## src/rtl/reg_dump_reader.sv

```systemverilog
// Debug read-out engine: walks the register file read port from address 0 to NUM_REGS-1
// and streams each word as an (address, data) beat over a valid/ready handshake.
module reg_dump_reader #(
    parameter int NUM_REGS = 32,
    parameter int ADDR_W   = 5,
    parameter int DATA_W   = 32
) (
    input  logic              clk_i,
    input  logic              rst_i,
    input  logic              start_i,
    output logic [ADDR_W-1:0] rd_addr_o,
    input  logic [DATA_W-1:0] rd_data_i,
    output logic              dump_valid_o,
    input  logic              dump_ready_i,
    output logic [ADDR_W-1:0] dump_addr_o,
    output logic [DATA_W-1:0] dump_data_o,
    output logic              dump_last_o,
    output logic              busy_o,
    output logic              done_o
);

    localparam logic [ADDR_W-1:0] LAST_IDX = ADDR_W'(NUM_REGS - 1);

    typedef enum logic [1:0] {
        IDLE,
        READ,
        SEND,
        DONE
    } state_t;

    state_t            r_state;
    state_t            w_state_nxt;
    logic [ADDR_W-1:0] r_idx;
    logic [ADDR_W-1:0] w_idx_nxt;
    logic [ADDR_W-1:0] r_rd_addr;
    logic [ADDR_W-1:0] w_rd_addr_nxt;
    logic              r_valid;
    logic              w_valid_nxt;
    logic [ADDR_W-1:0] r_addr;
    logic [ADDR_W-1:0] w_addr_nxt;
    logic [DATA_W-1:0] r_data;
    logic [DATA_W-1:0] w_data_nxt;
    logic              r_last;
    logic              w_last_nxt;
    logic              r_busy;
    logic              r_done;
    logic              w_done_nxt;

    always_ff @(posedge clk_i or posedge rst_i) begin
        if (rst_i) begin
            r_state   <= IDLE;
            r_idx     <= '0;
            r_rd_addr <= '0;
            r_valid   <= 1'b0;
            r_addr    <= '0;
            r_data    <= '0;
            r_last    <= 1'b0;
            r_busy    <= 1'b0;
            r_done    <= 1'b0;
        end else begin
            r_state   <= w_state_nxt;
            r_idx     <= w_idx_nxt;
            r_rd_addr <= w_rd_addr_nxt;
            r_valid   <= w_valid_nxt;
            r_addr    <= w_addr_nxt;
            r_data    <= w_data_nxt;
            r_last    <= w_last_nxt;
            r_busy    <= (w_state_nxt != IDLE);
            r_done    <= w_done_nxt;
        end
    end

    always_comb begin
        w_state_nxt   = r_state;
        w_idx_nxt     = r_idx;
        w_rd_addr_nxt = r_rd_addr;
        w_valid_nxt   = r_valid;
        w_addr_nxt    = r_addr;
        w_data_nxt    = r_data;
        w_last_nxt    = r_last;
        w_done_nxt    = r_done;
        unique case (r_state)
            IDLE: begin
                if (start_i) begin
                    w_idx_nxt     = '0;
                    w_rd_addr_nxt = '0;
                    w_state_nxt   = READ;
                end
            end
            READ: begin
                w_data_nxt  = rd_data_i;
                w_addr_nxt  = r_idx;
                w_last_nxt  = (r_idx == LAST_IDX);
                w_valid_nxt = 1'b1;
                w_state_nxt = SEND;
            end
            SEND: begin
                // Beat outputs are held by the defaults until the handshake.
                if (r_valid && dump_ready_i) begin
                    w_valid_nxt = 1'b0;
                    if (r_idx != LAST_IDX) begin
                        w_idx_nxt     = r_idx + ADDR_W'(1);
                        w_rd_addr_nxt = r_idx + ADDR_W'(1);
                        w_state_nxt   = READ;
                    end else begin
                        w_last_nxt  = 1'b0;
                        w_done_nxt  = 1'b1;
                        w_state_nxt = DONE;
                    end
                end
            end
            DONE: begin
                w_done_nxt    = 1'b0;
                w_rd_addr_nxt = '0;
                w_state_nxt   = IDLE;
            end
            default: w_state_nxt = IDLE;
        endcase
    end

    assign rd_addr_o    = r_rd_addr;
    assign dump_valid_o = r_valid;
    assign dump_addr_o  = r_addr;
    assign dump_data_o  = r_data;
    assign dump_last_o  = r_last;
    assign busy_o       = r_busy;
    assign done_o       = r_done;

endmodule

```

## config.mk

```make
export PLATFORM = sky130hd
export DESIGN_NAME = reg_dump_reader
export DESIGN_NICKNAME = d
export VERILOG_FILES = /design/src/rtl/reg_dump_reader.sv
export SDC_FILE = /design/constraint.sdc
export NUM_CORES = 1
export LEC_CHECK = 0
export CELL_PAD_IN_SITES_DETAIL_PLACEMENT = 0
export CELL_PAD_IN_SITES_GLOBAL_PLACEMENT = 1
export CORE_ASPECT_RATIO = 0.5
export CORE_MARGIN = 2
export CORE_UTILIZATION = 37
export CTS_CLUSTER_DIAMETER = 100
export DETAILED_ROUTE_END_ITERATION = 7
export PLACE_DENSITY = 0.92
export SLEW_MARGIN = 15
export SYNTH_ARGS = -nofsm -noshare
export SYNTH_HDL_FRONTEND = slang
export SYNTH_SLANG_ARGS = --single-unit
```

## constraint.sdc

```tcl
create_clock -name clk_i -period 5.6 [get_ports clk_i]
set_input_delay 1.12 -clock clk_i [delete_from_list [all_inputs] [get_ports clk_i]]
set_output_delay 1.12 -clock clk_i [all_outputs]
set_load 0.01 [all_outputs]
```

### Word level (Yosys, flattened, before mapping)

Cells that the tools add are included.

| storage, ports and cells | value |
|---|---|
| logic and storage cells | 48 |
| register bits | 53 |
| output and inout port bits | 46 |

| operators by class | value |
|---|---|
| mux-type cells | 17 |
| equality and inequality tests | 9 |
| $add $sub $neg | 1 |
| reduce and logical (&&, ||, !) cells | 12 |

Operators with widths:

| cell | number |
|---|---|
| $mux 5 | 3 |
| $pmux 5 s3 | 1 |
| $pmux 5 s2 | 1 |
| $ne 2x2->1 const B | 4 |
| $pmux 2 s4 | 1 |
| $reduce_and 4->1 | 2 |
| $reduce_bool 2->1 | 4 |
| $mux 2 | 3 |
| $pmux 1 s2 | 3 |
| $reduce_and 3->1 | 2 |
| $add 5x1->5 const B | 1 |
| $eq 5x5->1 const B | 1 |
| $mux 1 | 5 |
| $ne 5x5->1 const B | 1 |
| $eq 2x2->1 const B | 2 |
| $reduce_bool 3->1 | 1 |
| $eq 2x1->1 const B | 1 |
| $logic_not 2->1 | 1 |
| $reduce_and 2->1 | 1 |
| $logic_and 1x1->1 | 1 |

### Logic depth before layout (Yosys ltp)

Gate-level depths: netlist (run 1).

| depth | value |
|---|---|
| word-level depth | 5 |
| mapped depth | 6 |
| mapped depth without buffers | 6 |

### Worst setup path before layout (run 1)

No wires, ideal clock.

| timing | value |
|---|---|
| path type | flip-flop to flip-flop |
| start point | register r_idx[0] |
| end point | register r_idx[4] |
| arrival | 1.854 ns |
| stages on the path, launching flop included | 7 |
| buffers on the path | 0 |
| path slack | 3.625 ns |
| required time | 5.479 ns |
| setup time | 0.121 ns |
| path through | dfrtp_1 -> ha_1 -> and3_1 -> ha_1 -> and3b_4 -> mux2_4 -> a22o_1 |

| between the ends | value |
|---|---|
| word-level cells in the longest chain between the ends | 4 |
| elaborated cells between the ends (all ways) | 7 |
| classes of those cells | add/sub: 1; eq/ne: 2; mux: 3; reduce/logical: 1 |

Ends and longest elaborated chain:

| item | line | text |
|---|---|---|
| start, declared | 33 | `logic [ADDR_W-1:0] r_idx;` |
| start signal, assigned | 62 | `r_idx <= w_idx_nxt;` |
| $add 5x1->5 | 102 | `w_idx_nxt = r_idx + ADDR_W'(1);` |
| $mux 5 | 101 | `if (r_idx != LAST_IDX) begin` |
| $mux 5 | 99 | `if (r_valid && dump_ready_i) begin` |
| $pmux 5 s2 | 82 | `unique case (r_state)` |

Several ways; a longest one is shown, not always the timed one. The select of a mux whose other input is x is not followed.
A chain may end at the register's enable or synchronous reset.

### Worst setup path after layout (run 1)

| timing | value |
|---|---|
| start point | register r_valid, in the netlist dump_valid_o |
| end point | output port dump_valid_o |

RTL lines:

| item | line | text |
|---|---|---|
| start, declared | 37 | `logic r_valid;` |
| start signal, assigned | 64 | `r_valid <= w_valid_nxt;` |
| end, declared | 13 | `output logic dump_valid_o,` |

No word-level cell between the ends.

==> reports/metrics.csv, run 1 <==
stage,metric,value,unit
setup_path,Critical Path AT,1.36,ns
synth,post-synthesis cell type with the largest combined area,sky130_fd_sc_hd__dfrtp_1,
cells_and_area,area added between synthesis and finish,45.5,%
run,max-capacitance violation count,0,
synth,warnings from Yosys,0,
setup_path,family of cells with the greatest summed delay on the critical path,buffers and inverters,
sta,timing-limited maximum frequency,0.403,GHz
route,via count normalized by instance count,4.84,
synth,Mapped Area,0.00218,mm²
sta,number of endpoints with negative hold slack in the final report,0,
synth,average size of a mapped cell,14.5,µm²
synth,number of synthesized flops with an enable pin,0,
route,Avg WL per Cell,15.3,µm
hold_path,worst hold path startpoint,dump_data_o[31],
global_routing,number of global-route vias before repair,1537,
floorplanning,DIE AREA,0.00655,mm²
global_routing,GRT Resource Usage Total,14.5,%
placement,placed cell areas,0.00303,mm²
synth,fraction of registers with async set/reset,100,%
setup_path,FF-to-FF setup slack,3.43,ns
cts,worst skew pair latency,0.28,ns
pwr,post-route total power,1.61,mW
synth,register area share after synthesis,60.9,%
floorplanning,Row Count,19,
floorplanning,Die W,113,µm
cts,number of buffers added for setup after CTS,0,
setup_path,Worst EP required,4.48,ns
sta,setup repair after global routing missed its margin,false,
cts,cell at the root of the clock tree,sky130_fd_sc_hd__clkbuf_16,
route,ANT nets after route,0,
sta,total negative slack,0,ns
cells_and_area,final-stage net count,269,
setup_path,cell with the largest stage delay on the worst path,sky130_fd_sc_hd__clkdlybuf4s50_1,
route,number of design rule violations left after detail routing,0,
sta,Least-Margin Pin Slew,1.06,ns
floorplanning,area of the core region,0.00559,mm²
setup_path,highest cell delay on the worst timing path,0.59,ns
cells_and_area,share of final-layout standard cells stronger than drive strength 1,22.4,%
floorplanning,number of top-level pins,82,
global_routing,antenna violations before repair,0,
cells_and_area,"commonest non-fill, non-tap cells in the layout","81 x sky130_fd_sc_hd__clkdlybuf4s50_1, 53 x sky130_fd_sc_hd__dfrtp_1, 37 x sky130_fd_sc_hd__mux2_2",
synth,Post-synth top flop,sky130_fd_sc_hd__dfrtp_1,
cts,number of buffers inserted for hold repair after clock tree synthesis,0,
route,overall via count from detail_route,1477,
setup_path,kind of capture point of the worst setup path,output pin,
cells_and_area,Post-Layout Cell Count,305,
cells_and_area,fin util,56.8,%
pwr,worst supply voltage drop on vdd,232,µV
cts,Max Root-Sink Buffers,2,
cts,total of cells resized after clock tree synthesis,0,
setup_path,number of buffer and inverter stages on the critical path,1,
setup_path,Startpoint Class,register,
setup_path,highest fanout seen on the critical path,8,
route,"wirelength, routed",4680,µm
cells_and_area,sequential cell area in the final layout,0.00133,mm²
sta,Max Slew Vio Count,0,
global_routing,total gr overflow,0,
placement,cell count after placement,297,
sta,final setup fails,0,
hold_path,Hold Crit Class,register to register,
cts,Sink Count,53,
sta,final critical path time including I/O delays and setup,2.48,ns
setup_path,Worst Reg-to-Reg Cells,6,
cts,clock slew seen by the registers of the worst setup and hold paths,0.07,ns
cells_and_area,number of fill cells,465,
setup_path,type of the worst setup path,register to output pin,
setup_path,list of cells traversed by the critical path,clkdlybuf4s50_1,
floorplanning,floorplan die height,58.3,µm
setup_path,worst flop-to-flop path endpoint,r_idx[4],
outcome,result of the run,"finished, final reports clean",
setup_path,Critical R2R Launch,r_idx[0],
cells_and_area,final cell area excluding filler cells,0.00317,mm²
global_routing,pin count of the biggest net entering global routing,54,
synth,Synth Net Count,188,
cts,level count of the clock H-tree,2,
pwr,PD cells,508,mW/mm²
synth,share of Yosys cell area claimed by the top area cell type,60.9,%
hold_path,Worst Hold Path EP,dump_data_o[31],
sta,Rel. slew slack,29.2,%
sta,final worst-path cycle share,44.3,%
floorplanning,Starting Density,39.0,%
cts,clock tree from TritonCTS,built,
global_routing,first-pass GRT wire length,7570,µm
placement,hpwl dp,3420,µm
placement,final weighted congestion in routability-driven placement,0.817,
route,router iterations before antenna repair,4,
cells_and_area,"most common cell after layout, fill and taps aside",sky130_fd_sc_hd__clkdlybuf4s50_1,
cells_and_area,antenna cell count,0,
synth,number of flip-flops and latches in the synthesized netlist,53,
pwr,leakage power,1.34,nW
synth,synth unique cells,34,
cells_and_area,multi-input gate area in the final layout,787,µm²
synth,most area-consuming cells after synthesis,"sky130_fd_sc_hd__dfrtp_1 61%, sky130_fd_sc_hd__mux2_2 19%, sky130_fd_sc_hd__a21oi_1 1.6%",
hold_path,hold depth,1,
placement,number of input and output port buffers inserted,81,
synth,post-synthesis instance total,150,
cts,Num CTS Buffers,5,
sta,maximum clock skew at final layout,0.00459,ns
route,number of DRC markers in iteration 0,52,
## area by class of cell
cell class | instances | share of cell area, %
Sequential cell | 53 | 41.8
Timing Repair Buffer | 81 | 25.6
Multi-Input combinational cell | 86 | 24.8
Clock buffer | 6 | 4.06
Tap cell | 73 | 2.88
Inverter | 4 | 0.513
Clock inverter | 2 | 0.316
## worst max-delay path by stage
stage | start | to | slack, ns | cells past startpoint
3_5_place_dp | dump_ready_i | r_idx[4] | 3.03 | 4
2_1_floorplan | rst_i | busy_o | 3.19 | 1
3_3_place_gp | dump_ready_i | r_idx[4] | 3.07 | 4
4_1_cts | dump_valid_o | dump_valid_o | 3.11 | 1
5_1_grt | dump_valid_o | dump_valid_o | 3.06 | 1
6_report | dump_valid_o | dump_valid_o | 3.12 | 1
## kinds of logic after synthesis
kind of cell / synth area share (%)
muxes: 20.3
xor gates and xnor gates: 0.804
and+or+nand+nor: 6.61
AOI/OAI and AO/OA: 7.29
buffers and inverters: 2.99
adders and majority gates: 1.15
DFF: 60.9
## flip-flops by register name, summed over array words and instances, names as in the netlist
name	flops
busy_o	1
r_state	2
dump_valid_o	1
dump_addr_o	5
dump_data_o	32
rd_addr_o	5
done_o	1
dump_last_o	1
r_idx	5
## per-stage QoR
stage | worst slack, ns | hold slack (ns)
global placement | 3.07 | 0.487
CTS | 3.11 | 0.505
detailed placement | 3.03 | 0.487
global route | 3.06 | 0.517
finish | 3.12 | 0.504
floorplan | 3.19 | 0.494
## cells in the mapped netlist, types with 2 or more instances
cell and number:
sky130_fd_sc_hd__buf_6 2, sky130_fd_sc_hd__ha_1 2, sky130_fd_sc_hd__nand2b_1 2, sky130_fd_sc_hd__nand3_1 4
sky130_fd_sc_hd__nor2b_1 2, sky130_fd_sc_hd__o21bai_1 2, sky130_fd_sc_hd__a22o_1 4, sky130_fd_sc_hd__o2bb2ai_1 2
sky130_fd_sc_hd__a21oi_1 7, sky130_fd_sc_hd__mux2_2 37, sky130_fd_sc_hd__buf_2 4, sky130_fd_sc_hd__dfrtp_1 53
sky130_fd_sc_hd__nor3_1 2, sky130_fd_sc_hd__nand2_1 4, sky130_fd_sc_hd__inv_1 4
## routing by layer
metal	track usage, %	up-vias	wire length [µm]
met4	3.83	0	34
met3	2.62	4	124
met5	0	-	0
li1	-	703	-
met1	18.5	748	2020
met2	26.2	22	2500
## power by group
part	total (mW)	leakage [nW]	internal (mW)	switching (mW)
Sequential	0.640	0.660	0.531	0.109
Combinational	0.677	0.605	0.423	0.254
Clock	0.293	0.0706	0.164	0.128
(Power assumes the default switching activity.)
==> run 2, diff against run 1 <==
- CORE_UTILIZATION: 37 -> 34
- PLACE_DENSITY: 0.92 -> 0.86
- clock period: 5.6 -> 2.33 ns (I/O delays scaled with it)
==> reports/metrics.csv, run 2 (synthesis gave the netlist of run 1 again) <==
stage,metric,value,unit,change
cells_and_area,final-stage net count,273,,+1.5%
setup_path,highest cell delay on the worst timing path,0.45,ns,-0.14 ns
sta,final setup fails,0,,unchanged
cts,Max Root-Sink Buffers,2,,unchanged
cts,clock slew seen by the registers of the worst setup and hold paths,0.07,ns,about the same
cells_and_area,sequential cell area in the final layout,0.00133,mm²,unchanged
cts,Num CTS Buffers,5,,unchanged
setup_path,Worst Reg-to-Reg Cells,6,,unchanged
sta,final worst-path cycle share,91.0,%,
pwr,worst supply voltage drop on vdd,513,µV,+120%
global_routing,first-pass GRT wire length,7400,µm,-2.3%
cts,number of buffers inserted for hold repair after clock tree synthesis,0,,unchanged
cells_and_area,number of flip-flops under the largest register name,32,,unchanged
cells_and_area,area added between synthesis and finish,48.6,%,
cells_and_area,number of fill cells,529,,+14%
floorplanning,Starting Density,35.5,%,-3.5 points
placement,final weighted congestion in routability-driven placement,0.821,,+0.50%
sta,number of endpoints with negative hold slack in the final report,0,,unchanged
setup_path,most frequent cell on the critical path,sky130_fd_sc_hd__ha_1,,
placement,hpwl dp,3560,µm,+4.1%
route,router iterations before antenna repair,4,,unchanged
cells_and_area,multi-input gate area in the final layout,787,µm²,unchanged
setup_path,Worst EP required,2.50,ns,-1.98 ns
hold_path,worst hold path startpoint,rd_addr_o[3],,
placement,number of input and output port buffers inserted,81,,unchanged
sta,setup repair after global routing missed its margin,false,,
cells_and_area,"most common cell after layout, fill and taps aside",sky130_fd_sc_hd__clkdlybuf4s50_1,,
cts,cell at the root of the clock tree,sky130_fd_sc_hd__clkbuf_16,,
sta,Max Slew Vio Count,0,,unchanged
setup_path,family of cells with the greatest summed delay on the critical path,simple AND/OR/NAND/NOR gates,,
setup_path,FF-to-FF setup slack,0.21,ns,-3.22 ns
sta,Rel. slew slack,60.3,%,+31 points
setup_path,highest fanout seen on the critical path,8,,unchanged
floorplanning,DIE AREA,0.00710,mm²,+8.4%
setup_path,Startpoint Class,register,,
sta,timing-limited maximum frequency,0.472,GHz,
cells_and_area,fin util,52.8,%,-4.0 points
hold_path,hold depth,1,,unchanged
placement,cell count after placement,316,,+6.4%
route,number of design rule violations left after detail routing,0,,unchanged
setup_path,number of buffer and inverter stages on the critical path,0,,-1
setup_path,kind of capture point of the worst setup path,register,,
global_routing,total gr overflow,0,,unchanged
floorplanning,number of top-level pins,82,,unchanged
cells_and_area,Post-Layout Cell Count,324,,+6.2%
global_routing,number of global-route vias before repair,1488,,-3.2%
cts,level count of the clock H-tree,2,,unchanged
sta,total negative slack,0,ns,unchanged
setup_path,worst flop-to-flop path endpoint,r_idx[4],,
hold_path,Worst Hold Path EP,rd_addr_o[3],,
sta,worst setup slack after layout,0.209,ns,-2.91 ns
floorplanning,Row Count,20,,+1
setup_path,depth of the critical timing path with buffers and inverters included,6,,+5
floorplanning,area of the core region,0.00613,mm²,+9.7%
floorplanning,floorplan die height,60.6,µm,+4.0%
setup_path,list of cells traversed by the critical path,"ha_1, and3_1, ha_1, and3b_4, mux2_4, a22o_1",,
cts,total of cells resized after clock tree synthesis,0,,unchanged
cells_and_area,"commonest non-fill, non-tap cells in the layout","81 x sky130_fd_sc_hd__clkdlybuf4s50_1, 53 x sky130_fd_sc_hd__dfrtp_1, 37 x sky130_fd_sc_hd__mux2_2",,
outcome,result of the run,"finished, final reports clean",,
global_routing,GRT Resource Usage Total,13.7,%,-0.78 points
global_routing,pin count of the biggest net entering global routing,28,,-48%
sta,Least-Margin Pin Slew,0.596,ns,-0.465 ns
setup_path,type of the worst setup path,register to register,,
route,via count normalized by instance count,4.64,,-4.1%
run,max-capacitance violation count,0,,unchanged
sta,final critical path time including I/O delays and setup,2.12,ns,
sta,maximum clock skew at final layout,0.00473,ns,+0.000141 ns
sta,worst hold margin,0.500,ns,-0.00412 ns
cts,clock tree from TritonCTS,built,,
route,Avg WL per Cell,14.5,µm,-5.8%
cts,number of buffers added for setup after CTS,0,,unchanged
pwr,leakage power,1.37,nW,+2.2%
cts,Sink Count,53,,unchanged
setup_path,Critical R2R Launch,r_idx[0],,
floorplanning,Die W,117,µm,+4.2%
setup_path,Critical Path AT,2.29,ns,+0.93 ns
cells_and_area,antenna cell count,0,,unchanged
pwr,PD cells,1220,mW/mm²,+140%
hold_path,Hold Crit Class,register to register,,
global_routing,antenna violations before repair,0,,unchanged
cts,worst skew pair latency,0.28,ns,about the same
route,overall via count from detail_route,1504,,+1.8%
route,number of DRC markers in iteration 0,56,,+7.7%
setup_path,cell with the largest stage delay on the worst path,sky130_fd_sc_hd__dfrtp_1,,
cells_and_area,share of final-layout standard cells stronger than drive strength 1,24.2,%,+1.7 points
route,"wirelength, routed",4680,µm,about the same
placement,Place WS,0.221,ns,-2.81 ns
route,ANT nets after route,0,,unchanged
[run 2: cell types whose count changed in the layout (fill, tap and decap cells not counted)]
cell | previous run | this run
sky130_fd_sc_hd__buf_4 | 0 | 4
sky130_fd_sc_hd__inv_2 | 0 | 1
sky130_fd_sc_hd__clkinv_2 | 3 | 1
sky130_fd_sc_hd__clkbuf_1 | 1 | 0
sky130_fd_sc_hd__clkbuf_8 | 0 | 2
[run 2: per-layer routing]
| layer | vias to the layer above | track usage [%] | share of wire (%) |
|---|---|---|---|
| li1 | 708 | - | - |
| met1 | 767 | 17.8 | 42 |
| met2 | 24 | 23.6 | 54 |
| met3 | 5 | 3.40 | 3.5 |
| met4 | 0 | 3.70 | 0.88 |
| met5 | - | 0 | 0 |
[run 2: how the worst max path moves through the flow]
stage	start	endpoint	slack, ns
global route	r_idx[0]	r_idx[4]	0.13
floorplan	r_idx[0]	r_idx[4]	0.35
global placement	r_idx[0]	r_idx[4]	0.28
CTS	r_idx[0]	r_idx[4]	0.22
finish	r_idx[0]	r_idx[4]	0.21
detailed placement	r_idx[0]	r_idx[4]	0.22
[run 2: where the power goes]
part	switching (mW)	internal, mW
clock network	0.300	0.455
registers	0.261	1.28
logic	0.615	1.03
total	1.18	2.76
[run 2: through the flow]
| stage | power, mW | instance area [µm²] |
|---|---|---|
| after floorplan | 2.39 | 2180 |
| after global placement | 3.18 | 3080 |
| after detailed placement | 3.23 | 3080 |
| after CTS | 4.00 | 3240 |
| after global routing | 4.18 | 3240 |
| final | 3.94 | 3240 |
[run 2: area by class of cell]
class / instances / share of cell area (%)
multi-input combinational: 86 / 24.3
timing repair buffer: 85 / 26.0
sequential: 53 / 41.0
inverter: 4 / 0.464
clock buffer: 7 / 4.72
tap: 88 / 3.40
clock inverter: 1 / 0.155
